## src/rtl/edh_dram_rd_if.sv

```systemverilog
// AXI4 read-channel bundle between the EDH picture fetcher (master) and the DRAM slave.
interface edh_dram_rd_if #(
    parameter int ID_WIDTH   = 4,
    parameter int ADDR_WIDTH = 32,
    parameter int DATA_WIDTH = 128
);
    logic [ID_WIDTH-1:0]   arid_m_inf;
    logic [ADDR_WIDTH-1:0] araddr_m_inf;
    logic [7:0]            arlen_m_inf;
    logic [2:0]            arsize_m_inf;
    logic [1:0]            arburst_m_inf;
    logic                  arvalid_m_inf;
    logic                  arready_m_inf;
    logic [ID_WIDTH-1:0]   rid_m_inf;
    logic [DATA_WIDTH-1:0] rdata_m_inf;
    logic [1:0]            rresp_m_inf;
    logic                  rlast_m_inf;
    logic                  rvalid_m_inf;
    logic                  rready_m_inf;

    modport master (
        output arid_m_inf, araddr_m_inf, arlen_m_inf, arsize_m_inf, arburst_m_inf,
        output arvalid_m_inf, rready_m_inf,
        input  arready_m_inf, rid_m_inf, rdata_m_inf, rresp_m_inf, rlast_m_inf, rvalid_m_inf
    );

    modport slave (
        input  arid_m_inf, araddr_m_inf, arlen_m_inf, arsize_m_inf, arburst_m_inf,
        input  arvalid_m_inf, rready_m_inf,
        output arready_m_inf, rid_m_inf, rdata_m_inf, rresp_m_inf, rlast_m_inf, rvalid_m_inf
    );
endinterface

```

## src/rtl/edh_dram_rd.sv

```systemverilog
// Fetches one 4 KB picture as a 256-beat AXI4 INCR burst and streams it through a 2-entry FIFO.
// Optional rlast framing check: define EDH_RD_LAST_CHECK_EN.
module edh_dram_rd #(
    parameter int                    ID_WIDTH   = 4,
    parameter int                    ADDR_WIDTH = 32,
    parameter int                    DATA_WIDTH = 128,
    parameter logic [ADDR_WIDTH-1:0] PIC_BASE   = 32'h0004_0000
) (
    input  logic                  clk,
    input  logic                  rst_n,
    input  logic                  req_valid,
    input  logic [3:0]            req_pic_no,
    output logic                  busy,
    output logic                  done,
    output logic                  err,
    output logic                  out_valid,
    output logic [DATA_WIDTH-1:0] out_data,
    output logic                  out_last,
    input  logic                  out_ready,
    edh_dram_rd_if.master         axi
);
    typedef enum logic [1:0] {S_IDLE, S_ADDR, S_DATA, S_DRAIN} state_t;

    state_t                r_state;
    state_t                w_state_next;
    logic                  w_accept;
    logic                  w_push;
    logic                  w_pop;
    logic [ADDR_WIDTH-1:0] r_araddr;
    logic [7:0]            r_rx_cnt;
    logic [7:0]            r_tx_cnt;
    logic                  r_done;
    logic [DATA_WIDTH-1:0] r_mem [2];
    logic                  r_wptr;
    logic                  r_rptr;
    logic [1:0]            r_count;

    assign axi.arid_m_inf    = '0;
    assign axi.arlen_m_inf   = 8'd255;
    assign axi.arsize_m_inf  = 3'b100;
    assign axi.arburst_m_inf = 2'b01;
    assign axi.araddr_m_inf  = r_araddr;
    assign axi.arvalid_m_inf = (r_state == S_ADDR);
    // Backpressure comes only from the registered FIFO occupancy, never from out_ready.
    assign axi.rready_m_inf  = (r_state == S_DATA) && (r_count != 2'd2);

    assign w_push    = axi.rvalid_m_inf && axi.rready_m_inf;
    assign out_valid = (r_count != 2'd0);
    assign w_pop     = out_valid && out_ready;
    assign out_data  = r_mem[r_rptr];
    assign out_last  = (r_tx_cnt == 8'hFF) && out_valid;
    assign busy      = (r_state != S_IDLE);
    assign done      = r_done;

    always_comb begin
        w_state_next = r_state;
        w_accept     = 1'b0;
        case (r_state)
            S_IDLE: begin
                if (req_valid) begin
                    w_accept     = 1'b1;
                    w_state_next = S_ADDR;
                end
            end
            S_ADDR:  if (axi.arready_m_inf) w_state_next = S_DATA;
            S_DATA:  if (w_push && (r_rx_cnt == 8'hFF)) w_state_next = S_DRAIN;
            S_DRAIN: if (w_pop && out_last) w_state_next = S_IDLE;
            default: w_state_next = S_IDLE;
        endcase
    end

    always_ff @(posedge clk or negedge rst_n) begin
        if (!rst_n) begin
            r_state  <= S_IDLE;
            r_araddr <= '0;
            r_rx_cnt <= '0;
            r_tx_cnt <= '0;
            r_done   <= 1'b0;
        end else begin
            r_state <= w_state_next;
            r_done  <= (r_state == S_DRAIN) && w_pop && out_last;
            if (w_accept) begin
                r_araddr <= PIC_BASE + ADDR_WIDTH'({req_pic_no, 12'h000});
                r_rx_cnt <= '0;
                r_tx_cnt <= '0;
            end else begin
                if (w_push) r_rx_cnt <= r_rx_cnt + 8'd1;
                if (w_pop)  r_tx_cnt <= r_tx_cnt + 8'd1;
            end
        end
    end

    always_ff @(posedge clk or negedge rst_n) begin
        if (!rst_n) begin
            for (int i = 0; i < 2; i++) r_mem[i] <= '0;
            r_wptr  <= 1'b0;
            r_rptr  <= 1'b0;
            r_count <= 2'd0;
        end else begin
            if (w_push) begin
                r_mem[r_wptr] <= axi.rdata_m_inf;
                r_wptr        <= ~r_wptr;
            end
            if (w_pop) r_rptr <= ~r_rptr;
            case ({w_push, w_pop})
                2'b10:   r_count <= r_count + 2'd1;
                2'b01:   r_count <= r_count - 2'd1;
                default: r_count <= r_count;
            endcase
        end
    end

`ifdef EDH_RD_LAST_CHECK_EN
    logic r_err;
    wire  w_unused = &{1'b0, axi.rid_m_inf, axi.rresp_m_inf};

    // rlast must coincide exactly with the 256th beat; anything else is a framing error.
    always_ff @(posedge clk or negedge rst_n) begin
        if (!rst_n)
            r_err <= 1'b0;
        else if (w_accept)
            r_err <= 1'b0;
        else if (w_push && (axi.rlast_m_inf != (r_rx_cnt == 8'hFF)))
            r_err <= 1'b1;
    end
    assign err = r_err;
`else
    wire w_unused = &{1'b0, axi.rid_m_inf, axi.rresp_m_inf, axi.rlast_m_inf};
    assign err = 1'b0;
`endif
endmodule

```

## src/flat_wrapper.sv

```systemverilog
// flat-port wrapper written by rule: the top's interface ports become plain ports
module edh_dram_rd_flat 
#(
    parameter int                    ID_WIDTH   = 4,
    parameter int                    ADDR_WIDTH = 32,
    parameter int                    DATA_WIDTH = 128,
    parameter logic [ADDR_WIDTH-1:0] PIC_BASE   = 32'h0004_0000
)
  (clk, rst_n, req_valid, req_pic_no, busy, done, err, out_valid, out_data, out_last, out_ready, axi_arid_m_inf, axi_araddr_m_inf, axi_arlen_m_inf, axi_arsize_m_inf, axi_arburst_m_inf, axi_arvalid_m_inf, axi_rready_m_inf, axi_arready_m_inf, axi_rid_m_inf, axi_rdata_m_inf, axi_rresp_m_inf, axi_rlast_m_inf, axi_rvalid_m_inf);
  edh_dram_rd_if #(.ID_WIDTH(ID_WIDTH), .ADDR_WIDTH(ADDR_WIDTH), .DATA_WIDTH(DATA_WIDTH)) axi_i ();
  input  logic clk;
  input  logic rst_n;
  input  logic req_valid;
  input  logic [3:0] req_pic_no;
  output logic busy;
  output logic done;
  output logic err;
  output logic out_valid;
  output logic [DATA_WIDTH-1:0] out_data;
  output logic out_last;
  input  logic out_ready;
  output wire logic [$bits(axi_i.arid_m_inf)-1:0] axi_arid_m_inf;
  output wire logic [$bits(axi_i.araddr_m_inf)-1:0] axi_araddr_m_inf;
  output wire logic [$bits(axi_i.arlen_m_inf)-1:0] axi_arlen_m_inf;
  output wire logic [$bits(axi_i.arsize_m_inf)-1:0] axi_arsize_m_inf;
  output wire logic [$bits(axi_i.arburst_m_inf)-1:0] axi_arburst_m_inf;
  output wire logic [$bits(axi_i.arvalid_m_inf)-1:0] axi_arvalid_m_inf;
  output wire logic [$bits(axi_i.rready_m_inf)-1:0] axi_rready_m_inf;
  input wire logic [$bits(axi_i.arready_m_inf)-1:0] axi_arready_m_inf;
  input wire logic [$bits(axi_i.rid_m_inf)-1:0] axi_rid_m_inf;
  input wire logic [$bits(axi_i.rdata_m_inf)-1:0] axi_rdata_m_inf;
  input wire logic [$bits(axi_i.rresp_m_inf)-1:0] axi_rresp_m_inf;
  input wire logic [$bits(axi_i.rlast_m_inf)-1:0] axi_rlast_m_inf;
  input wire logic [$bits(axi_i.rvalid_m_inf)-1:0] axi_rvalid_m_inf;
  assign axi_arid_m_inf = axi_i.arid_m_inf;
  assign axi_araddr_m_inf = axi_i.araddr_m_inf;
  assign axi_arlen_m_inf = axi_i.arlen_m_inf;
  assign axi_arsize_m_inf = axi_i.arsize_m_inf;
  assign axi_arburst_m_inf = axi_i.arburst_m_inf;
  assign axi_arvalid_m_inf = axi_i.arvalid_m_inf;
  assign axi_rready_m_inf = axi_i.rready_m_inf;
  assign axi_i.arready_m_inf = axi_arready_m_inf;
  assign axi_i.rid_m_inf = axi_rid_m_inf;
  assign axi_i.rdata_m_inf = axi_rdata_m_inf;
  assign axi_i.rresp_m_inf = axi_rresp_m_inf;
  assign axi_i.rlast_m_inf = axi_rlast_m_inf;
  assign axi_i.rvalid_m_inf = axi_rvalid_m_inf;
  edh_dram_rd #(.ID_WIDTH(ID_WIDTH), .ADDR_WIDTH(ADDR_WIDTH), .DATA_WIDTH(DATA_WIDTH), .PIC_BASE(PIC_BASE)) u_core (.clk(clk), .rst_n(rst_n), .req_valid(req_valid), .req_pic_no(req_pic_no), .busy(busy), .done(done), .err(err), .out_valid(out_valid), .out_data(out_data), .out_last(out_last), .out_ready(out_ready), .axi(axi_i));
endmodule
```

## config.mk

```make
export PLATFORM = sky130hd
export DESIGN_NAME = edh_dram_rd_flat
export DESIGN_NICKNAME = d
export VERILOG_FILES = /design/src/rtl/edh_dram_rd_if.sv /design/src/rtl/edh_dram_rd.sv /design/src/flat_wrapper.sv
export SDC_FILE = /design/constraint.sdc
export NUM_CORES = 1
export LEC_CHECK = 0
export ABC_AREA = 1
export BUFFER_PORTS_ARGS = -buffer_cell sky130_fd_sc_hd__buf_2
export CORE_MARGIN = 8
export CORE_UTILIZATION = 30
export CTS_CLUSTER_DIAMETER = 30
export DETAILED_ROUTE_END_ITERATION = 8
export GPL_TIMING_DRIVEN = 0
export PLACE_DENSITY = 0.52
export SYNTH_ARGS = -nofsm -noshare
export SYNTH_HDL_FRONTEND = slang
export SYNTH_SLANG_ARGS = --single-unit
```

## constraint.sdc

```tcl
create_clock -name clk -period 3.7 [get_ports clk]
set_clock_uncertainty 0.05 [all_clocks]
set_input_delay 0.185 -clock clk [delete_from_list [all_inputs] [get_ports clk]]
set_output_delay 0.185 -clock clk [all_outputs]
set_load 0.05 [all_outputs]
```

== Yosys cells after proc, flatten, opt, wreduce, memory -nomap -nowiden ==
Cells that the tools add are included.

* Register bits after elaboration: 311
* Input bits: 145
* Logic and storage cells: 68
* Output and inout port bits: 184

* Muxes and demuxes: 18
* Reduce and logical (&&, ||, !) cells: 16
* Bitwise operators: 4
* Equal/unequal tests: 12
* Add/sub/neg operators: 5
* Magnitude comparators: 3

{| class="wikitable"
|+ Operators by type and width
! cell !! number
|-
| 2-to-1 mux 128 bit || 4
|-
| bitwise mux 256 bit || 1
|-
| demux 128 bit (select 1 bit) || 1
|-
| 2-to-1 mux 8 bit || 4
|-
| adder 19 x 16 -> 20 bit, first input constant || 1
|-
| adder 8 x 1 -> 8 bit, second input constant || 2
|-
| == test 8 bit, second input constant || 2
|-
| nonzero test 2 bit || 5
|-
| logical AND 1 bit || 9
|-
| 2-to-1 mux 2 bit || 4
|-
| case mux 2 bit (4 select lines) || 1
|-
| == test 2 bit, second input constant || 3
|-
| inequality test 2 bit, second input constant || 3
|-
| == test 2 x 1 -> 1 bit, second input constant || 2
|-
| >= comparator 2 bit, second input constant || 2
|-
| inequality test 2 x 1 -> 1 bit, second input constant || 2
|-
| inverter 1 -> 2 bit || 2
|-
| case mux 2 bit (2 select lines) || 1
|-
| AND reduction 4 bit || 1
|-
| adder 2 x 1 -> 2 bit, second input constant || 1
|-
| zero test 2 bit || 1
|-
| < comparator 2 x 1 -> 1 bit, second input constant || 1
|-
| 2-to-1 mux 1 bit || 2
|-
| inverter 1 bit || 2
|-
| subtractor 2 x 1 -> 2 bit, second input constant || 1
|}

== Longest topological paths before layout ==
Gate-level depths: netlist of the first run.

* Depth in word-level cells: 6
* Depth in mapped cells: 10
* Gate-level depth less buffers: 8

== Worst setup path before layout of the first run ==
OpenSTA, ideal clock, no wires.

* Path type: register to output
* Start point: register u_core.r_tx_cnt[0]
* End point: output port out_last
* Stages on the path, launching flop included: 4
* Data required time: 3465 ps
* Buffers on the path: 0
* Slack: 1348 ps
* Data arrival time: 2117 ps
* Path through: dfrtp_1 ha_1 nand2_1 nor4_1

* Cells in the longest elaborated chain, start to end: 2

{| class="wikitable"
|+ RTL lines
! what !! line !! RTL
|-
| from (decl) || edh_dram_rd.sv:31 || <nowiki>logic [7:0] r_tx_cnt;</nowiki>
|-
| from (signal assigned) || edh_dram_rd.sv:88 || <nowiki>if (w_pop) r_tx_cnt <= r_tx_cnt + 8'd1;</nowiki>
|-
| == test 8 bit || edh_dram_rd.sv:51 || <nowiki>assign out_last = (r_tx_cnt == 8'hFF) && out_valid;</nowiki>
|-
| logical AND 1 bit || edh_dram_rd.sv:51 ||
|-
| to (decl) || flat_wrapper.sv:20 || <nowiki>output logic out_last;</nowiki>
|}

No other way between the ends.

== Final worst setup path of the first run ==
* Start point: register u_core.r_rptr
* End point: output port out_data[58]

* Cells in the longest elaborated chain, start to end: 4

{| class="wikitable"
|+ RTL lines
! what !! line !! RTL
|-
| from (decl) || edh_dram_rd.sv:35 || <nowiki>logic r_rptr;</nowiki>
|-
| from (signal assigned) || edh_dram_rd.sv:104 || <nowiki>if (w_pop) r_rptr <= ~r_rptr;</nowiki>
|-
| inverter 1 -> 2 bit (implied by the code) || edh_dram_rd.sv:50 || <nowiki>assign out_data = r_mem[r_rptr];</nowiki>
|-
| 2-to-1 mux 128 bit (implied by the code) (3 in a row) || edh_dram_rd.sv:50 ||
|-
| to (decl) || flat_wrapper.sv:19 || <nowiki>output logic [DATA_WIDTH-1:0] out_data;</nowiki>
|}

No other way between the ends. The select of a mux whose other input is x is not followed.

==> results of run 1 <==
-- power by group through the flow --
| stage | sequential (mW) | combinational, mW | clock (mW) |
|---|---|---|---|
| after CTS | 5.23 | 9.30 | 6.90 |
| after global routing | 5.41 | 9.96 | 7.08 |
| after global placement | 5.21 | 9.08 | 0 |
| final | 5.24 | 9.13 | 6.75 |
| after floorplan | 5.16 | 6.71 | 0 |
| after detailed placement | 5.25 | 9.15 | 0 |
-- stage by stage --
stage,hold slack (ns),setup WS [ns],total power [mW],instance area [um2]
finish,0.03315,0.4796,21.13,19840
global route,0.07826,0.1458,22.45,19840
CTS,0.001880,0.2847,21.42,19840
detailed placement,0.2419,0.9311,14.40,15780
global placement,0.3288,-3.167,14.29,15710
floorplan,-0.1606,1.348,11.87,13590
-- layout make-up --
| class | count | area (um2) |
|---|---|---|
| Multi-Input combinational cell | 1071 | 4920 |
| Buffer | 133 | 974.7 |
| Timing Repair Buffer | 415 | 2818 |
| Tap cell | 592 | 740.7 |
| Inverter | 156 | 588.1 |
| Fill cell | 4337 | 24380 |
| Clock buffer | 107 | 2202 |
| Clock inverter | 36 | 486.7 |
| Sequential cell | 284 | 7107 |
-- worst max path at each step --
stage / end / cells past startpoint / from / slack [ns]
after global placement: u_core.r_tx_cnt[6]$_DFFE_PN0P_ / 1 / rst_n / -3.17
after CTS: out_data[60] / 6 / u_core.r_rptr$_DFFE_PN0P_ / 0.28
after floorplan: out_last / 3 / u_core.r_tx_cnt[0]$_DFFE_PN0P_ / 1.35
after global routing: out_data[58] / 6 / u_core.r_rptr$_DFFE_PN0P_ / 0.15
after detailed placement: out_data[60] / 6 / u_core.r_rptr$_DFFE_PN0P_ / 0.93
final: out_data[58] / 6 / u_core.r_rptr$_DFFE_PN0P_ / 0.48
-- worst max-delay path, stage by stage, from the launching register on --
cell,delay [ns]
dfrtp_1,0.39
inv_1,0.07
clkbuf_1,0.64
clkbuf_1,0.76
nand2_1,0.10
nand2_1,0.14
buf_2,0.28
-- cell usage after synthesis --
library cell / count / area [um2]
nand2_1: 696 / 2613
dfrtp_1: 284 / 7107
inv_1: 154 / 578.1
o21ai_0: 111 / 555.5
o21ai_2: 110 / 963.4
buf_4: 45 / 337.8
o21ai_1: 44 / 220.2
buf_6: 38 / 427.9
clkbuf_1: 31 / 116.4
nor2_1: 18 / 67.56
buf_2: 15 / 75.07
nand3_1: 11 / 55.05
a21oi_1: 9 / 45.04
ha_1: 7 / 87.58
nor3_1: 4 / 20.02
xor2_1: 3 / 26.28
buf_1: 2 / 7.510
clkbuf_2: 2 / 10.01
conb_1: 2 / 7.510
nand4_1: 2 / 12.51
xnor2_1: 2 / 17.52
a211oi_1: 1 / 7.510
a21o_1: 1 / 7.510
inv_2: 1 / 3.750
inv_4: 1 / 6.260
nand2_4: 1 / 11.26
nand3_2: 1 / 10.01
nor2_2: 1 / 6.260
nor4_1: 1 / 6.260
o22ai_1: 1 / 6.260
or2_1: 1 / 6.260
or2_2: 1 / 6.260
-- registers in the layout (all words and copies together) (netlist names) --
register	flops
u_core.r_count	2
u_core.r_wptr	1
u_core.axi.araddr_m_inf	5
u_core.r_rptr	1
u_core.r_tx_cnt	8
u_core.r_mem	256
u_core.r_state	2
u_core.r_rx_cnt	8
u_core.done	1
-- layer usage --
layer	routed length (um)	GRT usage [%]
met3	2924	4.109
met2	21300	27.90
met1	19600	22.10
met5	23	0
met4	1197	7.430
-- cell families (layout without fill, tap and decap cells) --
| group | Yosys count | count (layout) | share of synthesized area (%) |
|---|---|---|---|
| xor+xnor | 5 | 5 | 0.3262 |
| other cells | 2 | 45 | 0.05593 |
| flops | 284 | 284 | 52.93 |
| fa+ha+maj | 7 | 7 | 0.6522 |
| compound gates | 277 | 277 | 13.45 |
| simple gates | 737 | 737 | 20.96 |
| buf+inv | 289 | 847 | 11.64 |
-- cells in the final DEF, fill, tap and decap left out, drive strengths merged, types with 12 or more instances in the layout --
cell | netlist | routed
nor2 | 19 | 19
o21ai | 265 | 265
nand3 | 12 | 12
dlygate4sd3 | 0 | 137
conb | 2 | 45
buf | 100 | 378
dfrtp | 284 | 284
clkinv | 0 | 24
clkbuf | 33 | 140
nand2 | 697 | 697
inv | 156 | 159
==> summary.md, run 1 <==
| Metric | Value |
|---|---|
| Hold Path Class | in -> reg |
| Die ar. | just over 50,000 um2 |
| Fmax | 310.5 MHz |
| Post-route insts no fill | 2,794 |
| Detail-routed net length per standard cell | 16.12 um |
| Register bit total from synthesis | roughly 280 |
| Post-Route Setup TNS | 0 ns |
| Pint | 11.56 mW |
| Seq/Total Area, Yosys | 52.93% |
| CTS Buf Count | 79 |
| Die height | 227.6 um |
| FF-to-FF End | u_core.r_mem[47]$_DFFE_PN0P_ |
| Clock Power Share | 32.0% |
| Hold-fix buffers at CTS | approximately 140 |
| Hold endpoint | u_core.axi.araddr_m_inf[15]$_DFFE_PN0P_ |
| Post-layout util | between 40 and 50% |
| Standard-cell rows | 77 |
| HP Start | req_valid |
| Setup CP Type | reg -> out |
| First-pass GRT wire length | just under 70,000 um |
| CTS resizes | 0 |
| Antenna-violating nets left | 0 |
| ANT cells | 0 |
| Routability Congestion | 0.7842 |
| Gr ovfl total | 0 |
| Combinational power share | 43.2% |
| Crit path time final | 3.220 ns |
| P&R area growth vs syn | 47.73% |
| CTS tree | yes |
| Max VDD drop | 0.5575 mV |
| IO Pins | around 330 |
| Avg Inst Size Synth | 8.387 um2 |
| Outcome | finished clean |
| # DRC | 0 |
| Clock sinks | between 200 and 300 |
| Post-CTS setup buffers | 0 |
| Arr. time, crit path | between 2 and 3 ns |
| Total Nets Final | 2,292 |
| Worst-margin pin slew | 0.9661 ns |
| Drt first-iter violations | 710 |
| Leakage | 10.75 nW |
| Syn Std Cell Area | 13,430 um2 |
| Total core area | roughly 44,000 um2 |
| Initial Utilization | 30.37% |
| Seq pwr share | 24.8% |
| PortBufs | 276 |
| FF-to-FF path depth | 9 |
| Count of cell types in the netlist | 32 |
| DRT Wirelength | 45,050 um |
| Relative slew slack | 35.59% |
| CP required | 3.46 ns |
| DP Wirelength | 30,450 um |
| Hold path depth | 5 |
| Startpoint Class | register |
| Pin count of the biggest net entering global routing | 104 |
| Cell Pwr Density | 1065 nW/um2 |
| Vias in the first global route | roughly 13,000 |
| Placed Cells | 2,514 |
| Crit path max fanout | 10 |
| Die X | between 200 and 250 um |
| Unrepaired setup endpoints after global routing | no |
| Aggregate global-route resource usage | 17.34% |
| Reg2reg start | u_core.r_state[0]$_DFFE_PN0P_ |
| Clk_lat worst skew | 0.59 ns |
| Max_cap viols | 0 |
| Final setup fails | 0 |
| NetSw | 9.569 mW |
| Via/cell ratio | 4.335 |
| Max-slew violation count | 0 |
| CTS clock-pin slew for the worst setup and hold paths | 0.04 ns |
| Flop2flop setup slack | 1.67 ns |
| Cells after Synth | 1,601 |
| Clock Path Buffers | 3 |
| Switching share of power | 45.30% |
| Fraction of layout cells with a size suffix above 1 | around 28% |
| Drt first pass iters | 5 |
| Vias | 12,113 |
| Fin crit share | about 87% |
| Crit end category | output pin |
| Initial antenna violation count | 2 |
| Clock root buffer | clkbuf_16 |
| Synth warn | 0 |
| Htree depth | 3 |
| Hold Vio Cnt, Final | 0 |
No activity file was read; power rests on OpenSTA's default activity.
==> inputs of run 2 (changes only) <==
CTS_BUF_LIST = sky130_fd_sc_hd__clkbuf_4 sky130_fd_sc_hd__clkbuf_8   (was not set)
TNS_END_PERCENT = 1   (was not set)
==> run 2 against run 1 <==
- largest power group unchanged
- sequential power barely moved
- worst setup slack got worse by 0.026 ns
- utilization fell by 1.9 points
- highest routed layer unchanged
==> summary.md, run 2 (synthesized netlist as in run 1, its figures left out) <==
| Metric | Value |
|---|---|
| Met3 WL | 2866 um (-2.0%) |
| Worst-margin pin slew | 0.9437 ns (-0.02244 ns) |
| Via/cell ratio | 4.323 (-0.28%) |
| Detail-routed net length per standard cell | 16.00 um (-0.75%) |
| Met2 wire len | 21,160 um (-0.64%) |
| First-pass GRT wire length | 69,200 um (-0.63%) |
| Worst Path Buf+Inv | 4 (unchanged) |
| Crit path max fanout | 10 (unchanged) |
| # DRC | 0 (unchanged) |
| Clock Path Buffers | 3 (unchanged) |
| Die ar. | 51,790 um2 (unchanged) |
| Relative slew slack | 37.09% (+1.5 points) |
| Fraction of layout cells with a size suffix above 1 | 28.86% (+0.66 points) |
| Initial antenna violation count | 2 (unchanged) |
| Final Power | 19.04 mW (-9.9%) |
| Most frequent cells in the layout | nand2_1 (696), buf_2 (290), dfrtp_1 (284) |
| Htree depth | 3 (unchanged) |
| Arr. time, crit path | 3.01 ns (+0.02 ns) |
| CTS clock-pin slew for the worst setup and hold paths | 0.05 ns (about the same) |
| Largest reg by FF count | u_core.r_mem |
| Die X | 227.6 um (unchanged) |
| Met1 WL | 19,550 um (-0.28%) |
| Total Nets Final | 2,297 (+0.22%) |
| Outcome | finished clean |
| CTS tree | yes |
| Critical-path cell list | inv_1 -> clkbuf_1 -> clkbuf_1 -> nand2_1 -> nand2_1 -> buf_2 |
| Startpoint Class | register |
| Clock root buffer | clkbuf_8 |
| Pin count of the biggest net entering global routing | 104 (unchanged) |
| Unrepaired setup endpoints after global routing | no |
| Combinational power share | 48.0% (+4.8 points) |
| Fin crit share | 87.73% (+0.69 points) |
| IO Pins | 329 (unchanged) |
| Top Metal Used | met5 |
| DRT Wirelength | 44,790 um (-0.57%) |
| Drt first pass iters | 5 (unchanged) |
| Placed Cells | 2,514 (unchanged) |
| Drt first-iter violations | 709 (-0.14%) |
| P&R area growth vs syn | 41.46% |
| Leakage | 10.39 nW (-3.4%) |
| Max-slew violation count | 0 (unchanged) |
| Hold Path Class | in -> async |
| Number of flip-flops in the largest register | 256 (unchanged) |
| Total core area | 44,220 um2 (unchanged) |
| Initial Utilization | 30.37% (unchanged) |
| Fin Hold WS | 0.09731 ns (+0.06416 ns) |
| Post-DP Area | 15,780 um2 (unchanged) |
| Cell with the largest stage delay on the worst path | clkbuf_1 |
| Standard-cell rows | 77 (unchanged) |
| Clock Power Share | 24.5% (-7.5 points) |
| Cell Pwr Density | 1002 nW/um2 (-5.9%) |
| WP depth | 6 (unchanged) |
| Final setup fails | 0 (unchanged) |
| Clock sinks | 284 (unchanged) |
| Gr ovfl total | 0 (unchanged) |
| CTS Buf Count | 79 (unchanged) |
| Fmax | 308.1 MHz (-0.79%) |
| Switching share of power | 48.34% (+3.0 points) |
| Crit path time final | 3.246 ns (+0.02561 ns) |
| Seq pwr share | 27.5% (+2.7 points) |
| Top flop regs | u_core.r_mem x256, u_core.r_rx_cnt x8, u_core.r_tx_cnt x8 |
| Routability Congestion | 0.7842 (unchanged) |
| Aggregate global-route resource usage | 17.19% (-0.15 points) |
| Vias | 12,101 (-0.099%) |
| Vias in the first global route | 12,593 (-0.45%) |
| PortBufs | 276 (unchanged) |
| Antenna-violating nets left | 0 (unchanged) |
| FF-to-FF path depth | 9 (unchanged) |
| Clk_lat worst skew | 0.63 ns (+0.04 ns) |
| Delay-heaviest family, CP | buffers and inverters |
| ANT cells | 0 (unchanged) |
| Most common cell after layout, fill and taps aside | nand2_1 |
| CP required | 3.46 ns (about the same) |
| Post-route cell area | 18,990 um2 (-4.2%) |
| Setup CP Type | reg -> out |
| Post-route insts no fill | 2,799 (+0.18%) |
| Crit end category | output pin |
| Die height | 227.6 um (unchanged) |
| Hold Vio Cnt, Final | 0 (unchanged) |
| Post-CTS setup buffers | 0 (unchanged) |
| Max VDD drop | 0.5505 mV (-1.2%) |
| CTS resizes | 0 (unchanged) |
| Pint | 9.837 mW (-15%) |
| NetSw | 9.204 mW (-3.8%) |
| DP Wirelength | 30,450 um (unchanged) |
| Max incr delay on CP | 0.76 ns (about the same) |
| Max_cap viols | 0 (unchanged) |
-- run 2: power by group through the flow --
stage	combinational (mW)	sequential, mW	clock (mW)
finish	9.14	5.23	4.67
global route	9.96	5.40	4.99
CTS	9.30	5.22	4.82
detailed placement	9.15	5.25	0
global placement	9.08	5.21	0
floorplan	6.71	5.16	0
-- run 2: repair_timing --
action                                  4_1_cts  5_1_grt
endpoints found under the setup margin        0        0
hold endpoints to repair                    373        0
hold buffers                                142        0
-- run 2: metrics by stage --
stage	util, %	setup WS (ns)	TNS, ns
2_1_floorplan	-	1.348	0
3_3_place_gp	35.53	-3.167	-887.41
3_5_place_dp	35.68	0.9311	0
4_1_cts	42.95	0.2210	0
5_1_grt	42.95	0.1073	0
6_report	42.95	0.4540	0
-- run 2: area by class of cell --
class	count	area [um2]
fillers	4445	25230
flip-flops and latches	284	7107
multi-input cells	1071	4920
repair buffers	420	2868
clock buffers	107	1373
plain buffers	133	974.7
well taps	592	740.7
inverters	156	588.1
clock inverters	36	424.2
-- run 2: worst paths after layout --
check | startpoint | end | slack, ns
worst min-delay path | rst_n | u_core.r_mem[212]$_DFFE_PN0P_ | 0.1
worst max register to register | u_core.r_state[0]$_DFFE_PN0P_ | u_core.r_mem[47]$_DFFE_PN0P_ | 1.67
worst min register to register | u_core.axi.araddr_m_inf[18]$_DFFE_PN0P_ | u_core.axi.araddr_m_inf[18]$_DFFE_PN0P_ | 0.42
worst max-delay path | u_core.r_rptr$_DFFE_PN0P_ | out_data[113] | 0.45
max in group asynchronous | rst_n | u_core.r_mem[23]$_DFFE_PN0P_ | 2.44
min in group clk | axi_rdata_m_inf[50] | u_core.r_mem[178]$_DFFE_PN0P_ | 0.30
-- run 2: layer usage --
metal / track usage [%] / vias up
met5: 0 / -
met4: 6.933 / 4
met3: 4.251 / 93
met2: 27.59 / 349
met1: 22.02 / 5688
li1: - / 5967
==> inputs of run 3 (changes only) <==
==> constraint.sdc (replaced) <==
create_clock -name clk -period 3.7 [get_ports clk]
set_clock_uncertainty 0.05 [all_clocks]
set_input_delay 0.74 -clock clk [delete_from_list [all_inputs] [get_ports clk]]
set_output_delay 0.74 -clock clk [all_outputs]
set_load 0.05 [all_outputs]
==> run 3 against run 2 <==
- sequential share of layout area is 3.0 points higher
- largest cell class unchanged
- critical path depth fell by 1
- maximum frequency decreased by 3.6%
- hold slack got worse by 0.036 ns
- count of clock-buffer cells in the layout did not move
- design area shrank 7.5%
- wire length is 3.3% lower
- global-route usage decreased by 0.50 points
- clock power barely moved
- utilization fell by 3.2 points
- die area did not move
- register-to-register slack is essentially flat
- highest routed layer unchanged
==> summary.md, run 3 (synthesized netlist as in run 1, its figures left out) <==
| Metric | Value |
|---|---|
| Die ar. | 51,790 um2 (unchanged) |
| Startpoint Class | register |
| Max VDD drop | 0.5024 mV (-8.8%) |
| Most frequent cells in the layout | nand2_1 (696), buf_2 (290), dfrtp_1 (284) |
| Vias | 11,543 (-4.6%) |
| Die height | 227.6 um (unchanged) |
| Number of flip-flops in the largest register | 256 (unchanged) |
| Clock root buffer | clkbuf_8 |
| Hold Vio Cnt, Final | 0 (unchanged) |
| Drt first pass iters | 5 (unchanged) |
| Aggregate global-route resource usage | 16.69% (-0.50 points) |
| Leakage | 9.816 nW (-5.5%) |
| ANT cells | 0 (unchanged) |
| Initial antenna violation count | 3 (+1) |
| Pin count of the biggest net entering global routing | 104 (unchanged) |
| Setup CP Type | reg -> out |
| Final WS setup | 0.3334 ns (-0.1206 ns) |
| DP Wirelength | 30,450 um (unchanged) |
| Initial Utilization | 30.37% (unchanged) |
| Detail-routed net length per standard cell | 16.31 um (+1.9%) |
| Clk_lat worst skew | 0.63 ns (about the same) |
| Most common cell after layout, fill and taps aside | nand2_1 |
| Clock sinks | 284 (unchanged) |
| Routability Congestion | 0.7842 (unchanged) |
| Crit end category | output pin |
| Max_cap viols | 0 (unchanged) |
| CTS Buf Count | 79 (unchanged) |
| Crit path max fanout | 10 (unchanged) |
| Fraction of layout cells with a size suffix above 1 | 30.99% (+2.1 points) |
| Reg2reg start | u_core.r_state[0]$_DFFE_PN0P_ |
| FF-to-FF path depth | 10 (+1) |
| Gr ovfl total | 0 (unchanged) |
| Outcome | finished clean |
| Total core area | 44,220 um2 (unchanged) |
| Final Power | 18.89 mW (-0.80%) |
| Arr. time, crit path | 2.58 ns (-0.43 ns) |
| Vias in the first global route | 11,892 (-5.6%) |
| Max-slew violation count | 0 (unchanged) |
| Relative slew slack | 42.68% (+5.6 points) |
| DRT Wirelength | 43,330 um (-3.3%) |
| Pre-CTS setup slack | 0.3761 ns (-0.5550 ns) |
| P&R area growth vs syn | 30.90% |
| Largest reg by FF count | u_core.r_mem |
| FF-to-FF End | u_core.r_mem[19]$_DFFE_PN0P_ |
| Flop2flop setup slack | 1.68 ns (about the same) |
| CTS clock-pin slew for the worst setup and hold paths | 0.05 ns (about the same) |
| Unrepaired setup endpoints after global routing | no |
| Crit path time final | 3.367 ns (+0.1206 ns) |
| Cell Pwr Density | 1075 nW/um2 (+7.2%) |
| Final setup fails | 0 (unchanged) |
| IO Pins | 329 (unchanged) |
| Worst-margin pin slew | 0.8597 ns (-0.08393 ns) |
| Hold Path Class | in -> async |
| CTS tree | yes |
| Htree depth | 3 (unchanged) |
| PortBufs | 276 (unchanged) |
| Die X | 227.6 um (unchanged) |
| First-pass GRT wire length | 66,950 um (-3.3%) |
| Fin crit share | 90.99% (+3.3 points) |
| Filler Cell Count | 4,619 (+3.9%) |
| Total Nets Final | 2,155 (-6.2%) |
| Clock Path Buffers | 3 (unchanged) |
| Standard-cell rows | 77 (unchanged) |
| Fmax | 297.0 MHz (-3.6%) |
| Top flop regs | u_core.r_mem x256, u_core.r_rx_cnt x8, u_core.r_tx_cnt x8 |
| Drt first-iter violations | 776 (+9.4%) |
| Via/cell ratio | 4.344 (+0.49%) |
| CP required | 2.91 ns (-0.55 ns) |
| Antenna-violating nets left | 0 (unchanged) |
| # DRC | 0 (unchanged) |
[run 3: cell count changes in the layout (fill, tap and decap cells not counted), sizes merged]
cell	delta
dlygate4sd3	-142
[run 3: stage by stage]
stage	utilization [%]	setup TNS, ns	hold slack, ns	cells	area, um2
finish	39.75	0	0.06172	2657	17580
global route	39.75	0	0.1116	2657	17580
CTS	39.74	0	0.08314	2657	17580
detailed placement	35.68	0	0.3978	2514	15780
global placement	35.53	-1045.03	0.3998	2512	15710
floorplan	-	0	0.3944	1644	13590
[run 3: final cells by class]
cell class / count / area [um2] / area share [%]
clock inverters: 36 / 424.2 / 2.413
inverters: 156 / 588.1 / 3.346
multi-input cells: 1071 / 4920 / 27.99
repair buffers: 278 / 1446 / 8.229
flip-flops and latches: 284 / 7107 / 40.43
clock buffers: 107 / 1373 / 7.809
plain buffers: 133 / 978.4 / 5.567
well taps: 592 / 740.7 / 4.214
[run 3: layer usage]
metal | routed length, um | track usage [%] | up-vias
met5 | 34 | 0 | -
met3 | 3151 | 4.856 | 75
met4 | 848 | 5.753 | 6
met1 | 18880 | 21.42 | 5450
li1 | - | - | 5682
met2 | 20420 | 26.66 | 330
[run 3: how the worst max path moves through the flow]
stage / start / to / slack, ns / cells after the start
2_1_floorplan: u_core.r_tx_cnt[0]$_DFFE_PN0P_ / out_last / 0.79 / 3
3_3_place_gp: rst_n / u_core.r_tx_cnt[6]$_DFFE_PN0P_ / -3.72 / 1
3_5_place_dp: u_core.r_rptr$_DFFE_PN0P_ / out_data[60] / 0.38 / 6
4_1_cts: u_core.r_rptr$_DFFE_PN0P_ / out_data[60] / 0.04 / 6
5_1_grt: u_core.r_rptr$_DFFE_PN0P_ / out_data[57] / 0.06 / 5
6_report: u_core.r_rptr$_DFFE_PN0P_ / out_data[59] / 0.33 / 5
[run 3: where the power goes]
part	internal, mW	leakage, nW	total [mW]	switching (mW)
sequential	4.50	3.61	5.23	0.726
clock	2.99	0.958	4.67	1.68
combinational	2.24	5.25	8.99	6.76
total	9.73	9.82	18.9	9.16
[run 3: what timing repair did]
action	CTS	global route
pin swaps	0	0
hold buffers	0	0
setup buffers	0	0
cloned	0	0
hold endpoints to repair	0	0
resized for setup	2	3
setup endpoints to repair	60	9
[run 3: critical path, cell delays in order (launching register included)]
cell,delay [ns]
dfrtp_1,0.38
clkbuf_2,0.37
clkbuf_1,0.66
nand2_1,0.13
nand2_1,0.13
buf_2,0.27
